[src/rtl/grant_write_queue_if.sv]
// Client write channel and shared-RAM write port of one grant_write_queue instance.
// The slave modport is the queue; the master modport is the client/RAM side.
interface grant_write_queue_if #(
   parameter int ADDR_W = 12,
   parameter int DATA_W = 8,
   parameter int CNT_W  = 4
);
   logic              wr_valid;
   logic              wr_ready;
   logic [ADDR_W-1:0] wr_addr;
   logic [DATA_W-1:0] wr_data;
   logic              ram_we;
   logic [ADDR_W-1:0] ram_addr;
   logic [DATA_W-1:0] ram_wdata;
   logic [CNT_W-1:0]  count;
   logic              empty;
   logic              full;
   logic [15:0]       stall_cnt;

   modport slave (
      input  wr_valid, wr_addr, wr_data,
      output wr_ready, ram_we, ram_addr, ram_wdata, count, empty, full, stall_cnt
   );

   modport master (
      output wr_valid, wr_addr, wr_data,
      input  wr_ready, ram_we, ram_addr, ram_wdata, count, empty, full, stall_cnt
   );
endinterface

[src/rtl/grant_write_queue.sv]
// Buffers client RAM writes and drains them only while this client's CE grant is held.
// Optional back-pressure counter on stall_cnt is enabled by defining GRANT_QUEUE_STATS_EN.
//
// state | meaning
// IDLE  | no grant; writes accumulate in the queue
// GUARD | grant seen for one cycle; hold off RAM access
// DRAIN | grant held; issue one queued write per cycle while ce stays high
module grant_write_queue #(
   parameter int ADDR_W = 12,
   parameter int DATA_W = 8,
   parameter int DEPTH  = 8,
   parameter int CNT_W  = 4
) (
   input  logic                clk,
   input  logic                reset,
   input  logic                ce,
   grant_write_queue_if.slave  bus
);

   localparam int PTR_W = $clog2(DEPTH);

   typedef enum logic [1:0] {
      IDLE  = 2'd0,
      GUARD = 2'd1,
      DRAIN = 2'd2
   } state_t;

   state_t                   state, state_nxt;
   logic [PTR_W-1:0]         head, tail;
   logic [CNT_W-1:0]         count_q;
   logic [ADDR_W+DATA_W-1:0] mem [DEPTH];
   logic                     push, issue;

   assign bus.full     = (count_q == CNT_W'(DEPTH));
   assign bus.empty    = (count_q == '0);
   assign bus.count    = count_q;
   assign bus.wr_ready = !bus.full;

   assign push  = bus.wr_valid && bus.wr_ready;
   // Reset is gated in so a write cannot escape during the reset cycle itself.
   assign issue = (state == DRAIN) && ce && !bus.empty && !reset;

   assign bus.ram_we                      = issue;
   assign {bus.ram_addr, bus.ram_wdata}   = mem[head];

   always_ff @(posedge clk) begin
      if (reset) state <= IDLE;
      else       state <= state_nxt;
   end

   always_comb begin
      state_nxt = state;
      case (state)
         IDLE:    if (ce) state_nxt = GUARD;
         GUARD:   state_nxt = ce ? DRAIN : IDLE;
         DRAIN:   if (!ce) state_nxt = IDLE;
         default: state_nxt = IDLE;
      endcase
   end

   always_ff @(posedge clk) begin
      if (push) mem[tail] <= {bus.wr_addr, bus.wr_data};
   end

   always_ff @(posedge clk) begin
      if (reset) begin
         head    <= '0;
         tail    <= '0;
         count_q <= '0;
      end else begin
         if (push)  tail <= tail + PTR_W'(1);
         if (issue) head <= head + PTR_W'(1);
         case ({push, issue})
            2'b10:   count_q <= count_q + CNT_W'(1);
            2'b01:   count_q <= count_q - CNT_W'(1);
            default: count_q <= count_q;
         endcase
      end
   end

`ifdef GRANT_QUEUE_STATS_EN
   logic [15:0] stall_q;

   always_ff @(posedge clk) begin
      if (reset)                                              stall_q <= '0;
      else if (bus.wr_valid && !bus.wr_ready && stall_q != 16'hFFFF) stall_q <= stall_q + 16'd1;
   end

   assign bus.stall_cnt = stall_q;
`else
   assign bus.stall_cnt = '0;
`endif

endmodule

[src/flat_wrapper.sv]
// flat-port wrapper written by rule: the top's interface ports become plain ports
module grant_write_queue_flat 
#(
   parameter int ADDR_W = 12,
   parameter int DATA_W = 8,
   parameter int DEPTH  = 8,
   parameter int CNT_W  = 4
)
  (clk, reset, ce, bus_wr_valid, bus_wr_addr, bus_wr_data, bus_wr_ready, bus_ram_we, bus_ram_addr, bus_ram_wdata, bus_count, bus_empty, bus_full, bus_stall_cnt);
  grant_write_queue_if #(.ADDR_W(ADDR_W), .DATA_W(DATA_W), .CNT_W(CNT_W)) bus_i ();
  input  logic clk;
  input  logic reset;
  input  logic ce;
  input wire logic [$bits(bus_i.wr_valid)-1:0] bus_wr_valid;
  input wire logic [$bits(bus_i.wr_addr)-1:0] bus_wr_addr;
  input wire logic [$bits(bus_i.wr_data)-1:0] bus_wr_data;
  output wire logic [$bits(bus_i.wr_ready)-1:0] bus_wr_ready;
  output wire logic [$bits(bus_i.ram_we)-1:0] bus_ram_we;
  output wire logic [$bits(bus_i.ram_addr)-1:0] bus_ram_addr;
  output wire logic [$bits(bus_i.ram_wdata)-1:0] bus_ram_wdata;
  output wire logic [$bits(bus_i.count)-1:0] bus_count;
  output wire logic [$bits(bus_i.empty)-1:0] bus_empty;
  output wire logic [$bits(bus_i.full)-1:0] bus_full;
  output wire logic [$bits(bus_i.stall_cnt)-1:0] bus_stall_cnt;
  assign bus_i.wr_valid = bus_wr_valid;
  assign bus_i.wr_addr = bus_wr_addr;
  assign bus_i.wr_data = bus_wr_data;
  assign bus_wr_ready = bus_i.wr_ready;
  assign bus_ram_we = bus_i.ram_we;
  assign bus_ram_addr = bus_i.ram_addr;
  assign bus_ram_wdata = bus_i.ram_wdata;
  assign bus_count = bus_i.count;
  assign bus_empty = bus_i.empty;
  assign bus_full = bus_i.full;
  assign bus_stall_cnt = bus_i.stall_cnt;
  grant_write_queue #(.ADDR_W(ADDR_W), .DATA_W(DATA_W), .DEPTH(DEPTH), .CNT_W(CNT_W)) u_core (.clk(clk), .reset(reset), .ce(ce), .bus(bus_i));
endmodule
[config.mk]
export PLATFORM = sky130hd
export DESIGN_NAME = grant_write_queue_flat
export DESIGN_NICKNAME = d
export VERILOG_FILES = /design/src/rtl/grant_write_queue_if.sv /design/src/rtl/grant_write_queue.sv /design/src/flat_wrapper.sv
export SDC_FILE = /design/constraint.sdc
export NUM_CORES = 1
export LEC_CHECK = 0
export ABC_AREA = 1
export ABC_CLOCK_PERIOD_IN_PS = 3100
export BUFFER_PORTS_ARGS = -buffer_cell sky130_fd_sc_hd__buf_2
export CORE_MARGIN = 2
export CORE_UTILIZATION = 50
export CTS_CLUSTER_SIZE = 8
export DETAILED_ROUTE_END_ITERATION = 7
export PLACE_DENSITY_LB_ADDON = 0.15
export SETUP_SLACK_MARGIN = 0.1
export SLEW_MARGIN = 20
export SYNTH_ARGS = -nofsm -noshare
export SYNTH_HDL_FRONTEND = slang
export SYNTH_SLANG_ARGS = --single-unit
[constraint.sdc]
create_clock -name clk -period 3.1 [get_ports clk]
set_clock_uncertainty 0.2 [all_clocks]
set_input_delay 0.62 -clock clk [delete_from_list [all_inputs] [get_ports clk]]
set_output_delay 0.62 -clock clk [all_outputs]
set_load 0.05 [all_outputs]
### Word level (Yosys, flattened, before mapping)

Memory sizes are Yosys's and may differ from the RTL's. A register that Yosys moved wholly into a read port is not among the register bits.
Index checks and enable logic that the tools add are counted.

* register bits after elaboration: 12
* bits in latches: 0
* RAM bits: 160
* memory bits (read-only): 0
* bits of input ports: 24
* output and inout bits: 44
* logic and storage cells: 36
* memories: 1

Memory list
* u_core.mem: depth 8, bits a word 20, read ports 1, clocked after memory_dff 1, wr ports 1, line grant_write_queue.sv:31 `logic [ADDR_W+DATA_W-1:0] mem [DEPTH];`

* add/sub/neg operators: 4
* multiply operators: 0
* div/mod/pow operators: 0
* order comparisons: 0
* equal/unequal tests: 7
* shift-type cells: 0
* multiplexer cells: 9
* bitwise gates (word level): 0
* reduce and logical (&&, ||, !) cells: 11

Operators with widths (count)
* one-hot mux 4 bit (2 select lines): 1
* adder 3 x 1 -> 3 bit (second input constant): 2
* 2-to-1 mux 2 bit: 3
* 2-to-1 mux 3 bit: 2
* one-hot mux 2 bit (3 select lines): 1
* adder 4 x 1 -> 4 bit (second input constant): 1
* == test 2 x 1 -> 1 bit (second input constant): 2
* == test 2 bit (second input constant): 2
* == test 4 bit (second input constant): 1
* logical AND 1 bit: 4
* zero test 4 bit: 1
* != test 2 bit (second input constant): 2
* subtractor 4 x 1 -> 4 bit (second input constant): 1
* zero test 1 bit: 3
* zero test 2 bit: 1
* 2-to-1 mux 1 bit: 2
* AND reduction 2 bit: 1
* nonzero test 2 bit: 1

### Longest topological paths before layout

Gate-level depths: netlist of the first run.

* depth in word-level cells: 6
* depth in mapped cells: 13
* depth with buffers taken out: 13

### Worst setup path before layout of the first run

OpenSTA, ideal clock, no wires.

* kind: register -> register
* from: register u_core.count_q[2], in the netlist u_core.bus.count[2]
* to: register u_core.count_q[2], in the netlist u_core.bus.count[2]
* setup time: 115 ps
* arrival: 2850 ps
* required time: 2785 ps
* path slack: -66 ps
* stages on the path, launching flop included: 14
* clock period less this slack: 3166 ps
* cell sequence: dfxtp_1 -> inv_1 -> nand3_1 -> nand2_2 -> nor2_1 -> ha_1 -> nand2_1 -> inv_1 -> nor2_2 -> ha_1 -> a21oi_1 -> xnor2_1 -> o21ai_0 -> inv_1

* cells in the longest elaborated chain, start to end: 6
* elaborated cells on any way between the ends: 13

Ends and longest elaborated chain
* from (decl): line grant_write_queue.sv:30 `logic [CNT_W-1:0] count_q;`
* from (signal assigned): line grant_write_queue.sv:74 `2'b10: count_q <= count_q + CNT_W'(1);`
* from (signal assigned): line grant_write_queue.sv:75 `2'b01: count_q <= count_q - CNT_W'(1);`
* from (signal assigned): line grant_write_queue.sv:76 `default: count_q <= count_q;`
* zero test 4 bit (*): line grant_write_queue.sv:35 `assign bus.empty = (count_q == '0);`
* zero test 1 bit (*): line grant_write_queue.sv:41 `assign issue = (state == DRAIN) && ce && !bus.empty && !reset;`
* logical AND 1 bit (*) (2 in a row): line grant_write_queue.sv:41
* via bus_ram_we: line flat_wrapper.sv:18 `output wire logic [$bits(bus_i.ram_we)-1:0] bus_ram_we;`
* == test 2 x 1 -> 1 bit or == test 2 bit (tied branches): line grant_write_queue.sv:73 `case ({push, issue})`
* one-hot mux 4 bit (2 select lines) or nonzero test 2 bit (tied branches)

The timed path passes the listed nets; every way through them passes the cells marked *.
A chain may end at the register's enable or synchronous reset.

==> run metrics, run 1 <==
CTS tree=yes; Unique masters post-synth=29; placed cell count=793; Cells after Synth=575; Slew HR=43.83%; critical path's slowest cell=dfxtp_4; top-area cell type share of the netlist area=66.88%; final period utilization=91.68%; Leak=2.966 nW; Async S/R FF share, synth=0%; final setup fails=0; Worst Path Buf+Inv=2; Ports=68; post-route non-filler standard cell count=825; wire per inst=18.00 µm; HPWL after detailed placement=8.732 mm; n_diodes=0; Die W=123.9 µm; Synth Area in Adders=0.8708%; Worst EP required=2.28 ns; Die Ht=123.9 µm; Final Critical Period=2.842 ns; Sink Count=175; Hold Slack=0.2340 ns; combinational family with the most area after synthesis=simple AND/OR/NAND/NOR gates; full die area=15,340 µm²; status=finished, final reports clean; Post-synth EDFFs=160; sequential fraction of the synthesis area=71.06%; CTS Buf Count=17; Layout Nets=661; most frequent cells in the layout=160 x edfxtp_1, 90 x nor2_1, 77 x nand2_1, 55 x o21ai_1, 51 x buf_2; crit-path cells=inv_6, nor2_1, o22ai_1, nand2_1, nand2_1, buf_2; max-cap violations=0; mux share of post-synthesis cell area=2.786%; core box area=13,930 µm²; most common cell after layout, fill and taps aside=edfxtp_1; post-synthesis simple-gate area fraction=10.34%; # Post-CTS Setup Buffers=0; crit path DAT=2.02 ns; Layout fillers=1,134; DRT antenna net count=0; cell area power density=642.9 nW/µm²; reg2reg start=u_core.bus.count[0]$_SDFFE_PP0P_; Setup TNS Final=0 ns; Max Fclk=351.8 MHz; Post-Route WL=14.85 mm; DRT Pass-1 Iters=5; synthesized flop and latch total=175; P&R area growth vs syn=13.79%; Area contributors post-synth=edfxtp_1 67%, nor2_1 5.2%, dfxtp_1 4.2%, nand2_1 4.0%, o21ai_1 3.8%; Root Driver=clkbuf_16; crit path launch type=register; hold path startpoint=u_core.state[1]$_SDFFE_PP0P_; htree depth=4; clk buf depth=2; Std-Cell Rows=43; share of cells above drive strength 1=18.60%; Worst path most repeated cell=nand2_1; I/O Buffers=51; DRT iter0 DRCs=441; total grt overflow=0; DRC=0; via count=4,427; worst hold path type=register to register; Least-Margin Pin Slew=0.8417 ns; Avg Inst Size Synth=12.49 µm²; GR Util All Layers=20.55%; clock latency at the later pin of the worst-skew pair=0.42 ns; Crit Path Class=register to primary output; VDD IR max=393.7 µV; Final Max Slew Viols=0; Synth area leader=edfxtp_1; Starting Density=51.56%; Vias/cell=5.366; Setup crit end kind=primary output; number of global-route vias before repair=4,245; Top delay family on crit path=buffers and inverters; CTS Hold Bufs=0; crit-path max cell delay=0.44 ns; largest net degree at the start of global routing=81; initial antenna violation count=0; netlist area before placement=7184 µm²; RD Place Congestion=0.7659; Tot Pwr=0.005256 W; global-route wire length before repair=22.89 mm; final core occ=58.67%; XOR/XNOR Fraction of Synth Area=0.3657%; RSZ-0062 raised after global routing=false; Hold Fails Final Rpt=0; Primary FF master, synth=edfxtp_1; post-synthesis compound-gate area fraction=8.429%; Clock transition at path regs=0.06 ns; YS warnings=0; CP Max Fanout=60
-- path summary, 6_finish.rpt --
path | slack [ns] | to | cells after the start
min | 0.23 | u_core.state[0]$_SDFFE_PP0P_ | 1
max reg2reg | 0.81 | u_core.bus.count[2]$_SDFFE_PP0P_ | 13
min reg2reg | 0.23 | u_core.state[0]$_SDFFE_PP0P_ | 1
max | 0.26 | bus_ram_wdata[3] | 6
-- per-layer routing --
layer	share of wire, %	track usage (%)	wire length [µm]
met1	44	27.55	6514
met2	50	33.48	7445
met3	4.6	4.075	689
met4	1.3	7.599	198
met5	0	0	0
-- per-stage QoR --
step | instance area (µm²) | setup WS, ns
4_1_cts | 8173 | 0.1238
3_3_place_gp | 7574 | 0.6367
5_1_grt | 8175 | 0.1313
2_1_floorplan | 7243 | 0.2145
3_5_place_dp | 7574 | 0.5647
6_report | 8175 | 0.2579
-- area by class of cell --
cell class	count	area [µm²]	area share, %
well taps	180	225.2	2.755
repair buffers	68	432.9	5.295
inverters	22	87.58	1.071
flip-flops and latches	175	5110	62.50
clock buffers	21	460.4	5.632
multi-input cells	348	1720	21.04
clock inverters	11	138.9	1.699
-- flip-flops by register name (all words and copies together) (netlist names), named ones only --
name and flops:
u_core.bus.count 4, u_core.head 3, u_core.tail 3, u_core.mem 160, u_core.state 2
-- kinds of logic (layout without fill, tap and decap cells) --
family / Yosys count / count (layout)
multiplexers: 20 / 20
XOR/XNOR: 3 / 3
other: 1 / 16
adder cells (fa/ha/maj): 5 / 5
AO/OA/AOI/OAI: 116 / 116
flip-flops: 175 / 175
AND/OR/NAND/NOR: 188 / 188
buffers and inverters: 67 / 122
-- what timing repair did --
action                                 4_1_cts  5_1_grt
endpoints found under the hold margin        0        0
gates resized for setup                      0        1
setup endpoints to repair                    0       13
-- Yosys cell counts (2+ instances only) --
cell type / instances
a21oi_1: 9
buf_12: 2
buf_2: 10
buf_4: 20
buf_6: 5
buf_8: 2
clkbuf_1: 5
dfxtp_1: 15
edfxtp_1: 160
ha_1: 5
inv_1: 19
inv_2: 2
mux2i_1: 20
nand2_1: 77
nand2_2: 3
nand3_1: 3
nand3_2: 2
nor2_1: 99
nor2_2: 2
o21ai_0: 32
o21ai_1: 55
o22ai_1: 20
xor2_1: 2
-- worst register-to-register path: cells and delay by family (launching register included) --
family | cells | cell delay (ns)
AO/OA/AOI/OAI | 2 | 0.28
XOR/XNOR | 1 | 0.09
adder cells (fa/ha/maj) | 2 | 0.40
flip-flops | 1 | 0.47
AND/OR/NAND/NOR | 6 | 0.59
buffers and inverters | 2 | 0.15
-- where the power goes --
group,internal (W),switching [W],total (W)
clock,0.00130,0.000832,0.00214
sequential,0.00265,0.0000292,0.00268
combinational,0.0000967,0.000347,0.000443
total,0.00405,0.00121,0.00526
Power figures use the tool's default switching activity.
==> inputs of run 2 (changes only) <==
BUFFER_PORTS_ARGS = -buffer_cell sky130_fd_sc_hd__clkbuf_2   (was -buffer_cell sky130_fd_sc_hd__buf_2)
==> run metrics, run 2 (synthesis gave the netlist of run 1 again) <==
final setup fails=0; fin worst setup slack=0.2190 ns; DRT antenna net count=0; GR Util All Layers=21.17%; most common cell after layout, fill and taps aside=edfxtp_1; most frequent cells in the layout=160 x edfxtp_1, 90 x nor2_1, 77 x nand2_1, 55 x o21ai_1, 51 x clkbuf_2; Ports=68; Leak=2.951 nW; CTS tree=yes; DRT Pass-1 Iters=6; Setup crit end kind=primary output; cell area power density=628.4 nW/µm²; DRC=0; Vias/cell=5.414; wire per inst=18.20 µm; max reg flops=160; Final Max Slew Viols=0; Hold Slack=0.2208 ns; crit path DAT=2.06 ns; Crit Path Class=register to primary output; top routing layer used=met4; Final Critical Period=2.881 ns; Sink Count=175; global-route wire length before repair=23.53 mm; HPWL after detailed placement=9.015 mm; Root Driver=clkbuf_16; WL met1=6.851 mm; Layout fillers=1,120; max-cap violations=0; number of global-route vias before repair=4,379; crit path launch type=register; Die W=123.9 µm; Std-Cell Rows=43; DP Area=7569 µm²; htree depth=4; clock latency at the later pin of the worst-skew pair=0.42 ns; Post-Route WL=15.04 mm; P&R area growth vs syn=12.94%; Hold Fails Final Rpt=0; RD Place Congestion=0.7693; RSZ-0062 raised after global routing=false; core box area=13,930 µm²; Starting Density=51.56%; status=finished, final reports clean; n_diodes=0; CTS Buf Count=17; share of cells above drive strength 1=17.80%; final period utilization=92.94%; Tot Pwr=0.005099 W; CP Max Fanout=60; VDD IR max=334.4 µV; Largest Register=u_core.mem; via count=4,472; Slew HR=39.99%; Max Fclk=347.1 MHz; FF/Latch Area=5112 µm²; Least-Margin Pin Slew=0.8992 ns; post-place setup slack=0.4887 ns; clk buf depth=2; worst hold path type=register to register; Die Ht=123.9 µm; I/O Buffers=51; area of the multi-input gates=1720 µm²; wire length on met3=704 µm; total grt overflow=0; initial antenna violation count=0; largest net degree at the start of global routing=61; Layout Nets=662; full die area=15,340 µm²; DRT iter0 DRCs=477; Clock transition at path regs=0.06 ns; final instance area=8114 µm²; Worst EP required=2.28 ns; Setup TNS Final=0 ns; CTS Hold Bufs=0; met2 routed WL=7.201 mm
[run 2: critical path, cell delays in order (launching register included)]
cell      delay, ns
dfxtp_4        0.41
inv_6          0.36
nor2_1         0.10
o22ai_1        0.22
nand2_1        0.08
nand2_1        0.12
clkbuf_2       0.29
[run 2: final timing paths]
check,start,endpoint,slack [ns],cells after the start
worst min-delay path,u_core.state[1]$_SDFFE_PP0P_,u_core.state[0]$_SDFFE_PP0P_,0.22,1
worst max-delay path,register,bus_ram_addr[6],0.22,6
worst max register to register,u_core.bus.count[0]$_SDFFE_PP0P_,u_core.bus.count[2]$_SDFFE_PP0P_,0.77,13
worst min register to register,u_core.state[1]$_SDFFE_PP0P_,u_core.state[0]$_SDFFE_PP0P_,0.22,1
[run 2: final cells by class]
type / count / share of cell area [%]
Sequential cell: 175 / 63.01
Multi-Input combinational cell: 348 / 21.20
Clock buffer: 23 / 5.520
Timing Repair Buffer: 69 / 5.274
Tap cell: 180 / 2.776
Clock inverter: 9 / 1.141
Inverter: 22 / 1.079
[run 2: per-stage QoR]
step	cells	utilization [%]
CTS	826	58.19
finish	826	58.23
floorplan	590	-
global route	826	58.23
global placement	794	54.31
detailed placement	794	54.31
[run 2: repair_timing]
item,in CTS,in global routing
hold endpoints to repair,0,0
setup buffers,0,0
gates resized for setup,0,2
setup endpoints to repair,0,10
[run 2: report_power, final]
part	total, W	internal (W)	switching, W
clock network	0.00198	0.00117	0.000806
logic	0.000444	0.0000945	0.000350
registers	0.00268	0.00265	0.0000284
[run 2: layer usage]
layer  GRT usage, %  vias up
met4          9.020        0
met1          29.29     2185
met3          4.304       25
li1               -     2119
met2          32.83      143
met5              0        -
